===== config.mk =====
export PLATFORM = sky130hd
export DESIGN_NAME = adc_avg_sequencer
export DESIGN_NICKNAME = d
export VERILOG_FILES = /design/src/rtl/adc_avg_sequencer.sv
export SDC_FILE = /design/constraint.sdc
export NUM_CORES = 1
export LEC_CHECK = 0
export CAP_MARGIN = 20
export CORE_MARGIN = 4
export CORE_UTILIZATION = 55
export DETAILED_ROUTE_END_ITERATION = 12
export PLACE_DENSITY = 0.79
export REMOVE_ABC_BUFFERS = 1
export SLEW_MARGIN = 20
export SYNTH_ARGS = -nofsm -noshare
export SYNTH_HDL_FRONTEND = slang
export SYNTH_SLANG_ARGS = --single-unit

===== constraint.sdc =====
create_clock -name clk -period 5.7 [get_ports clk]
set_input_delay 1.14 -clock clk [delete_from_list [all_inputs] [get_ports clk]]
set_output_delay 1.14 -clock clk [all_outputs]
set_load 0.005 [all_outputs]

===== src/rtl/adc_avg_sequencer.sv =====
// Periodic AD7606 conversion sequencer with power-of-two boxcar averaging.
// Define ADC_AVG_SIGNED_EN to treat samples as two's-complement (bipolar range).
module adc_avg_sequencer #(
    parameter int SAMPLE_PERIOD = 1000,
    parameter int AVG_LOG2      = 3,
    parameter int ACK_TIMEOUT   = 8
) (
    input  logic        clk,
    input  logic        rst,
    input  logic        enable,
    input  logic        clr_flags,
    output logic        adc_start,
    input  logic        adc_busy,
    input  logic [15:0] adc_data,
    output logic [15:0] avg_data,
    output logic        avg_valid,
    output logic        overrun,
    output logic        ack_err
);
    localparam int DATA_W = 16;
    localparam int ACC_W  = DATA_W + AVG_LOG2;
    localparam int PER_W  = $clog2(SAMPLE_PERIOD);
    localparam int ACK_W  = $clog2(ACK_TIMEOUT + 1);
    localparam int CNT_W  = (AVG_LOG2 > 0) ? AVG_LOG2 : 1;
    localparam logic [PER_W-1:0] PER_LAST = PER_W'(SAMPLE_PERIOD - 1);
    localparam logic [ACK_W-1:0] ACK_LAST = ACK_W'(ACK_TIMEOUT - 1);
    localparam logic [CNT_W-1:0] CNT_LAST = CNT_W'((1 << AVG_LOG2) - 1);

    typedef enum logic [2:0] {S_IDLE, S_WAIT, S_TRIG, S_ACK, S_CONV} state_t;

    state_t             state, state_nxt;
    logic [PER_W-1:0]   per_cnt;
    logic [ACK_W-1:0]   ack_cnt;
    logic [ACC_W-1:0]   acc;
    logic [CNT_W-1:0]   smp_cnt;
    logic [ACC_W-1:0]   sum_p0;
    logic               tick, ack_timeout, capture;

`ifdef ADC_AVG_SIGNED_EN
    function automatic logic [ACC_W-1:0] ext_sample(input logic [DATA_W-1:0] d);
        logic signed [DATA_W-1:0] s;
        s = d;
        return ACC_W'(s);
    endfunction

    function automatic logic [DATA_W-1:0] avg_shift(input logic [ACC_W-1:0] total);
        logic signed [ACC_W-1:0] s;
        s = total;
        return DATA_W'(s >>> AVG_LOG2);
    endfunction
`else
    function automatic logic [ACC_W-1:0] ext_sample(input logic [DATA_W-1:0] d);
        return ACC_W'(d);
    endfunction

    function automatic logic [DATA_W-1:0] avg_shift(input logic [ACC_W-1:0] total);
        return DATA_W'(total >> AVG_LOG2);
    endfunction
`endif

    assign tick        = enable && (per_cnt == PER_LAST);
    assign ack_timeout = (state == S_ACK) && !adc_busy && (ack_cnt >= ACK_LAST);
    assign capture     = (state == S_CONV) && !adc_busy;
    assign sum_p0      = acc + ext_sample(adc_data);

    always_ff @(posedge clk or posedge rst) begin
        if (rst) begin
            per_cnt <= '0;
        end else if (!enable || per_cnt == PER_LAST) begin
            per_cnt <= '0;
        end else begin
            per_cnt <= per_cnt + PER_W'(1);
        end
    end

    // Ack timer starts at the start pulse, so the limit covers TRIG plus ACK cycles.
    always_ff @(posedge clk or posedge rst) begin
        if (rst) begin
            ack_cnt <= '0;
        end else if (state == S_TRIG || state == S_ACK) begin
            ack_cnt <= ack_cnt + ACK_W'(1);
        end else begin
            ack_cnt <= '0;
        end
    end

    always_ff @(posedge clk or posedge rst) begin
        if (rst) begin
            state <= S_IDLE;
        end else begin
            state <= state_nxt;
        end
    end

    always_comb begin
        state_nxt = state;
        case (state)
            S_IDLE: if (enable) state_nxt = S_WAIT;
            S_WAIT: begin
                if (!enable)   state_nxt = S_IDLE;
                else if (tick) state_nxt = S_TRIG;
            end
            S_TRIG: state_nxt = S_ACK;
            S_ACK: begin
                if (adc_busy)         state_nxt = S_CONV;
                else if (ack_timeout) state_nxt = S_WAIT;
            end
            S_CONV: if (!adc_busy) state_nxt = S_WAIT;
            default: state_nxt = S_IDLE;
        endcase
    end

    always_comb begin
        adc_start = (state == S_TRIG);
    end

    // Capture stage -> averaged output register
    always_ff @(posedge clk or posedge rst) begin
        if (rst) begin
            acc       <= '0;
            smp_cnt   <= '0;
            avg_data  <= '0;
            avg_valid <= 1'b0;
        end else begin
            avg_valid <= 1'b0;
            if (state == S_WAIT && !enable) begin
                acc     <= '0;
                smp_cnt <= '0;
            end else if (capture) begin
                if (smp_cnt == CNT_LAST) begin
                    avg_data  <= avg_shift(sum_p0);
                    avg_valid <= 1'b1;
                    acc       <= '0;
                    smp_cnt   <= '0;
                end else begin
                    acc     <= sum_p0;
                    smp_cnt <= smp_cnt + CNT_W'(1);
                end
            end
        end
    end

    // Set takes priority over clear.
    always_ff @(posedge clk or posedge rst) begin
        if (rst) begin
            overrun <= 1'b0;
            ack_err <= 1'b0;
        end else begin
            if (tick && state != S_WAIT) overrun <= 1'b1;
            else if (clr_flags)          overrun <= 1'b0;
            if (ack_timeout)             ack_err <= 1'b1;
            else if (clr_flags)          ack_err <= 1'b0;
        end
    end
endmodule


==> metrics.md, run 1 <==
| Metric | Value |
|---|---|
| Tmin final | 3.520 ns |
| H-tree levels | 3 |
| Total global-route track usage | 0.1985 |
| Clock sinks | 58 |
| Design area | 3877 sq um |
| Setup violators final | 0 |
| Worst path arrival time | 3.78 ns |
| Worst vdd ir | 0.1577 mV |
| Worst Path Buf+Inv | 1 |
| # diodes | 0 |
| Max cap viols | 0 |
| Dominant cells by area after synthesis | dfrtp_1, ha_1, a22o_1 |
| Final ANT Viol Nets | 0 |
| Async S/R FF share, synth | 1.000 |
| Initial drt markers | 136 |
| Setup Buffers After CTS | 0 |
| # nets final | 404 |
| Placed insts | 423 |
| Layout cells sized above 1 | 0.1041 |
| Top Ports | 41 |
| Tcrit/Tclk final | 0.6176 |
| Hold Buf Count CTS | 0 |
| WL/cell | 15.16 microns |
| Die Width | 84.54 microns |
| CP Launch Type | primary input |
| Starting density of the core | 0.5745 |
| Synthesized area | 3222 sq um |
| Post-synth EDFFs | 0 |
| Core area | 5608 sq um |
| Crit-path max cell delay | 0.43 ns |
| Syn Inst Count | 320 |
| Count of cell types in the netlist | 46 |
| Final hold vios | 0 |
| Initial antenna violation count | 0 |
| Hold Path End | per_cnt[0] |
| Root buf cell | clkbuf_8 |
| CP delay by family, top | compound AO/OA/AOI/OAI gates |
| Pleak | 1.792 nW |
| CTS tree | built |
| Cell depth of the worst hold path | 1 |
| R2r endpoint | acc[16] |
| Hold_sp | per_cnt[0] |
| Final worst slack | 2.180 ns |
| First-pass GRT wire length | 11470 microns |
| Post-CTS sizing | 0 |
| Drt total wl | 6623 microns |
| Non-Filler Instances | 437 |
| Vias in the first global route | 2502 |
| DRC | 0 |
| Vias/cell | 5.764 |
| Largest net degree at the start of global routing | 59 |
| Critical path capture point type | register |
| Status | finished, final reports clean |
| Most common cell after layout, fill and taps aside | dfrtp_1 |
| Row count | 27 |
| Critical path's slowest cell | a221o_1 |
| Fillers | 446 |
| Post-synth top flop | dfrtp_1 |
| Worst slew pin tran | 0.7278 ns |
| Sequential area share after synthesis | 0.4505 |
| CP cell instances | clkdlybuf4s50_1, ha_1, fa_1, a21oi_1, o21ai_2, o31ai_4, o21ai_1, a221o_1, or2_0, a31oi_1 |
| Pwr Density | 219.9 nW/um^2 |
| HPWL after DPL | 4572 microns |
| TritonCTS Buffers | 9 |
| Power, Total | 0.8525 mW |
| Placer Congestion | 0.8624 |
| F_max | 284.1 MHz |
| Worst-path fanout max | 4 |
| Fin Setup TNS | 0 ns |
| Max-slew violation count | 0 |
| Yosys reg bits | 58 |
| Clock-pin slew on the worst setup and hold paths | 0.06 ns |
| Yosys Warn Count | 0 |
| Leading area contributor after synthesis | dfrtp_1 |
| Die area | 7146 sq um |
| Critical path type | in2reg |
| R2R cell count | 9 |
| Critical Path RT | 5.96 ns |
| # port buffers | 40 |
| RSZ-0062 raised after global routing | false |
| Final hold slack | 0.4660 ns |
| Chip Height | 84.54 microns |
| Total congestion overflow | 0 |
| Setup slack after placement | 1.852 ns |
| 1st-pass router iterations | 4 |
| Synth top area share | 0.4505 |
| Most frequent cells in the layout | dfrtp_1, clkdlybuf4s50_1, nor2_1, nand2_1, a21oi_1 |
| Reg2Reg Setup Slack | 3.02 ns |
| R2r startpoint | acc[0] |
| DR vias | 2519 |
| Worst skew pair latency | 0.33 ns |
| Clock skew | 0.005960 ns |
| Dpl cell area | 3685 sq um |
| Syn avg cell area | 10.07 sq um |
| Slew headroom | 0.5148 |
| Util after Layout | 0.6914 |
| Clock buffer depth | 2 |
| Hold Path Class | reg2reg |
| P&R area growth vs syn | 20.35% |
## layer usage
| layer | track usage | up-vias | part of all wire |
|---|---|---|---|
| met5 | 0 | - | 0 |
| met4 | 0.07482 | 0 | 0.013 |
| met3 | 0.05299 | 6 | 0.056 |
| met2 | 0.2982 | 75 | 0.47 |
| met1 | 0.2755 | 1206 | 0.46 |
| li1 | - | 1232 | - |
## worst max path at each step
stage               cells past startpoint   startpoint  slack, ns       to
floorplan                               9  adc_data[0]       2.52  acc[16]
global placement                       10  adc_data[0]       1.96  acc[16]
detailed placement                     10  adc_data[0]       1.85  acc[16]
CTS                                    10  adc_data[0]       2.18  acc[16]
global route                           10  adc_data[0]       2.07  acc[16]
finish                                 10  adc_data[0]       2.18  acc[16]
## registers in the layout, indices dropped and copies added (netlist names)
name	flops
acc	19
ack_cnt	4
ack_err	1
avg_data	16
avg_valid	1
overrun	1
per_cnt	10
smp_cnt	3
state	3
## area by class of cell
cell class / count / area [sq um] / share of cell area
multi-input combinational: 238 / 1675 / 0.4321
sequential: 58 / 1451 / 0.3743
timing repair buffer: 43 / 422.9 / 0.1091
clock buffer: 12 / 155.1 / 0.04001
tap: 72 / 90.09 / 0.02323
inverter: 12 / 45.04 / 0.01162
clock inverter: 2 / 37.54 / 0.009681
## power by group
part           leakage (nW)  internal (mW)  switching [mW]
clock network        0.0946          0.221           0.157
registers             0.805          0.414         0.00230
logic                 0.892         0.0249          0.0339
## Yosys cell counts, types with 3 or more instances
cell type and n:
dfrtp_1 58, clkbuf_1 8, nand2_1 25, nor2b_1 3
o21ai_0 13, or3_1 4, and2_1 3, a21o_1 4
nand3_1 8, xor2_1 8, mux2_2 10, nor3_1 6
a31oi_1 5, inv_1 11, ha_1 20, mux2i_1 4
o21ai_1 6, nand4_1 4, nor2_1 30, xnor2_1 15
buf_2 4, and3_1 4, nand2b_1 4, a22o_1 15
a21oi_1 24
## cells by family after synthesis
family	share of synthesized area
flops	0.4505
simple gates	0.1460
xor+xnor	0.06253
compound gates	0.1802
buf+inv	0.02951
fa+ha+maj	0.08388
mux	0.04738
(Power assumes the default switching activity.)
==> run 2: changes to the inputs <==
Settings changed: CORE_UTILIZATION 55 to 50, PLACE_DENSITY 0.79 to 0.76.
Clock period 5.7 ns to 2.95 ns, I/O delays scaled along.
==> run 2 against run 1 <==
Compared with the run above: sequential share of layout area down 1.5 points; wire length increased by 1.1%; worst hold slack got worse by 0.018 ns; sequential power is 93% higher; utilization decreased by 3.0 points; largest power group unchanged; combinational power up 110%.
==> metrics.md, run 2 (synthesis results as in run 1) <==
| Metric | Value |
|---|---|
| Top Ports | 41 (unchanged) |
| Pwr Density | 425.7 nW/um^2 (+94%) |
| Crit-path max cell delay | 0.42 ns (about the same) |
| Initial drt markers | 91 (-33%) |
| Worst skew pair latency | 0.34 ns (about the same) |
| Root buf cell | clkbuf_8 |
| Top flop regs | acc (19), avg_data (16), per_cnt (10) |
| Die Width | 88.27 microns (+4.4%) |
| Hold Path Class | reg2reg |
| 1st-pass router iterations | 4 (unchanged) |
| Critical Path RT | 3.20 ns (-2.76 ns) |
| H-tree levels | 3 (unchanged) |
| Reg2Reg Setup Slack | 0.42 ns (-2.60 ns) |
| R2r startpoint | acc[0] |
| Vias in the first global route | 2569 (+2.7%) |
| P&R area growth vs syn | 25.20% |
| Most frequent cells in the layout | dfrtp_1, clkdlybuf4s50_1, nor2_1, nand2_1, a21oi_1 |
| Clock skew | 0.008041 ns (+0.002081 ns) |
| Worst path arrival time | 3.09 ns (-0.69 ns) |
| Critical path type | in2reg |
| Hold Buf Count CTS | 0 (unchanged) |
| Final hold slack | 0.4477 ns (-0.01827 ns) |
| Worst-path fanout max | 4 (unchanged) |
| Final hold vios | 0 (unchanged) |
| Vias/cell | 5.535 (-4.0%) |
| Tmin final | 2.833 ns |
| Max FFs per register | 19 (unchanged) |
| Max cap viols | 0 (unchanged) |
| Critical path capture point type | register |
| HPWL after DPL | 4810 microns (+5.2%) |
| Layout cells sized above 1 | 0.1470 (+0.04287) |
| Slew headroom | 0.5399 (+0.02509) |
| Clock-pin slew on the worst setup and hold paths | 0.06 ns (about the same) |
| Core area | 6096 sq um (+8.7%) |
| Status | finished, final reports clean |
| CP cell instances | clkdlybuf4s50_1, ha_1, fa_1, a21oi_2, o21ai_2, o31ai_4, o21ai_1, a221o_1, or2_0, a31oi_1 |
| Total global-route track usage | 0.1911 (-0.007402) |
| Setup Buffers After CTS | 0 (unchanged) |
| DRC | 0 (unchanged) |
| F_max | 353.0 MHz |
| Most common cell after layout, fill and taps aside | dfrtp_1 |
| Cell depth of the worst hold path | 1 (unchanged) |
| # port buffers | 40 (unchanged) |
| Max-slew violation count | 0 (unchanged) |
| Worst slew pin tran | 0.6856 ns (-0.04224 ns) |
| RSZ-0062 raised after global routing | false |
| DR vias | 2524 (+0.20%) |
| Worst Path Buf+Inv | 1 (unchanged) |
| Die area | 7792 sq um (+9.0%) |
| Setup violators final | 0 (unchanged) |
| Clock sinks | 58 (unchanged) |
| Placed insts | 440 (+4.0%) |
| R2r endpoint | acc[16] |
| CP Launch Type | primary input |
| Hold_sp | per_cnt[0] |
| Starting density of the core | 0.5285 (-0.04599) |
| Pleak | 1.879 nW (+4.9%) |
| Fin Setup TNS | 0 ns (unchanged) |
| WL/cell | 14.69 microns (-3.1%) |
| Clock buffer depth | 2 (unchanged) |
| Row count | 28 (+3.7%) |
| Largest net degree at the start of global routing | 31 (-47%) |
| Hold Path End | per_cnt[0] |
| # nets final | 418 (+3.5%) |
| Worst vdd ir | 0.2657 mV (+68%) |
| Chip Height | 88.27 microns (+4.4%) |
| Non-Filler Instances | 456 (+4.3%) |
| Critical path's slowest cell | a221o_1 |
| CP delay by family, top | compound AO/OA/AOI/OAI gates |
| CTS tree | built |
| Tcrit/Tclk final | 0.9604 |
| First-pass GRT wire length | 11430 microns (-0.42%) |
| Drt total wl | 6699 microns (+1.1%) |
| Total congestion overflow | 0 (unchanged) |
| Post-CTS sizing | 0 (unchanged) |
| # diodes | 0 (unchanged) |
| Initial antenna violation count | 0 (unchanged) |
| TritonCTS Buffers | 9 (unchanged) |
| Final ANT Viol Nets | 0 (unchanged) |
| Placer Congestion | 0.8510 (-1.3%) |
| R2R cell count | 9 (unchanged) |
| Top reg by flops | acc |
## run 2: cell types whose count changed in the layout (fill, tap and decap cells not counted), sizes merged
cell / delta
clkbuf: +1
buf: +14
clkinvlp: +1
## run 2: how the worst max path moves through the flow
stage                     depth (start not counted)   startpoint  slack (ns)       to
after floorplan                                   9  adc_data[0]        0.32  acc[16]
after global placement                           10  adc_data[0]       -0.18  acc[16]
after detailed placement                         10  adc_data[0]       -0.25  acc[16]
after CTS                                        10  adc_data[0]        0.08  acc[16]
after global routing                             10  adc_data[0]        0.03  acc[16]
final                                            10  adc_data[0]        0.12  acc[16]
## run 2: final cells by class
type	instances	area [sq um]
Multi-Input combinational cell	238	1679
Sequential cell	58	1451
Tap cell	75	93.84
Fill cell	504	2062
Clock buffer	13	178.9
Timing Repair Buffer	57	540.5
Inverter	12	45.04
Clock inverter	3	45.04
## run 2: metrics by stage
| stage | setup WS [ns] | area [sq um] | power (mW) | util |
|---|---|---|---|---|
| after floorplan | 0.3192 | 3172 | 0.8824 | - |
| after global placement | -0.1839 | 3806 | 0.9386 | 0.6244 |
| after detailed placement | -0.2546 | 3806 | 0.9411 | 0.6244 |
| after CTS | 0.08365 | 4030 | 1.744 | 0.6611 |
| after global routing | 0.02527 | 4034 | 1.798 | 0.6617 |
| final | 0.1169 | 4034 | 1.717 | 0.6617 |
## run 2: power by group
| part | internal [mW] | switching (mW) |
|---|---|---|
| registers | 0.800 | 0.00415 |
| clock network | 0.482 | 0.310 |
| logic | 0.0541 | 0.0675 |
## run 2: metal layers
metal / global-route usage / vias up / share of wire
met5: 0 / - / 0
met4: 0.07555 / 0 / 0.016
met3: 0.04655 / 9 / 0.053
met2: 0.3120 / 61 / 0.47
met1: 0.2451 / 1197 / 0.46
li1: - / 1257 / -
## run 2: worst register-to-register path, delay by kind of cell, from the launching register on
family / cells / cell delay, ns
flip-flops: 1 / 0.39
adder cells (fa/ha/maj): 2 / 0.62
AO/OA/AOI/OAI: 6 / 1.23
AND/OR/NAND/NOR: 1 / 0.21
==> run 3: changes to the inputs <==
Settings changed: CTS_CLUSTER_DIAMETER from default to 200, SKIP_LAST_GASP from default to 1.
==> results of run 3 <==
Final layout, timing and power as in run 2 (identical DEF).
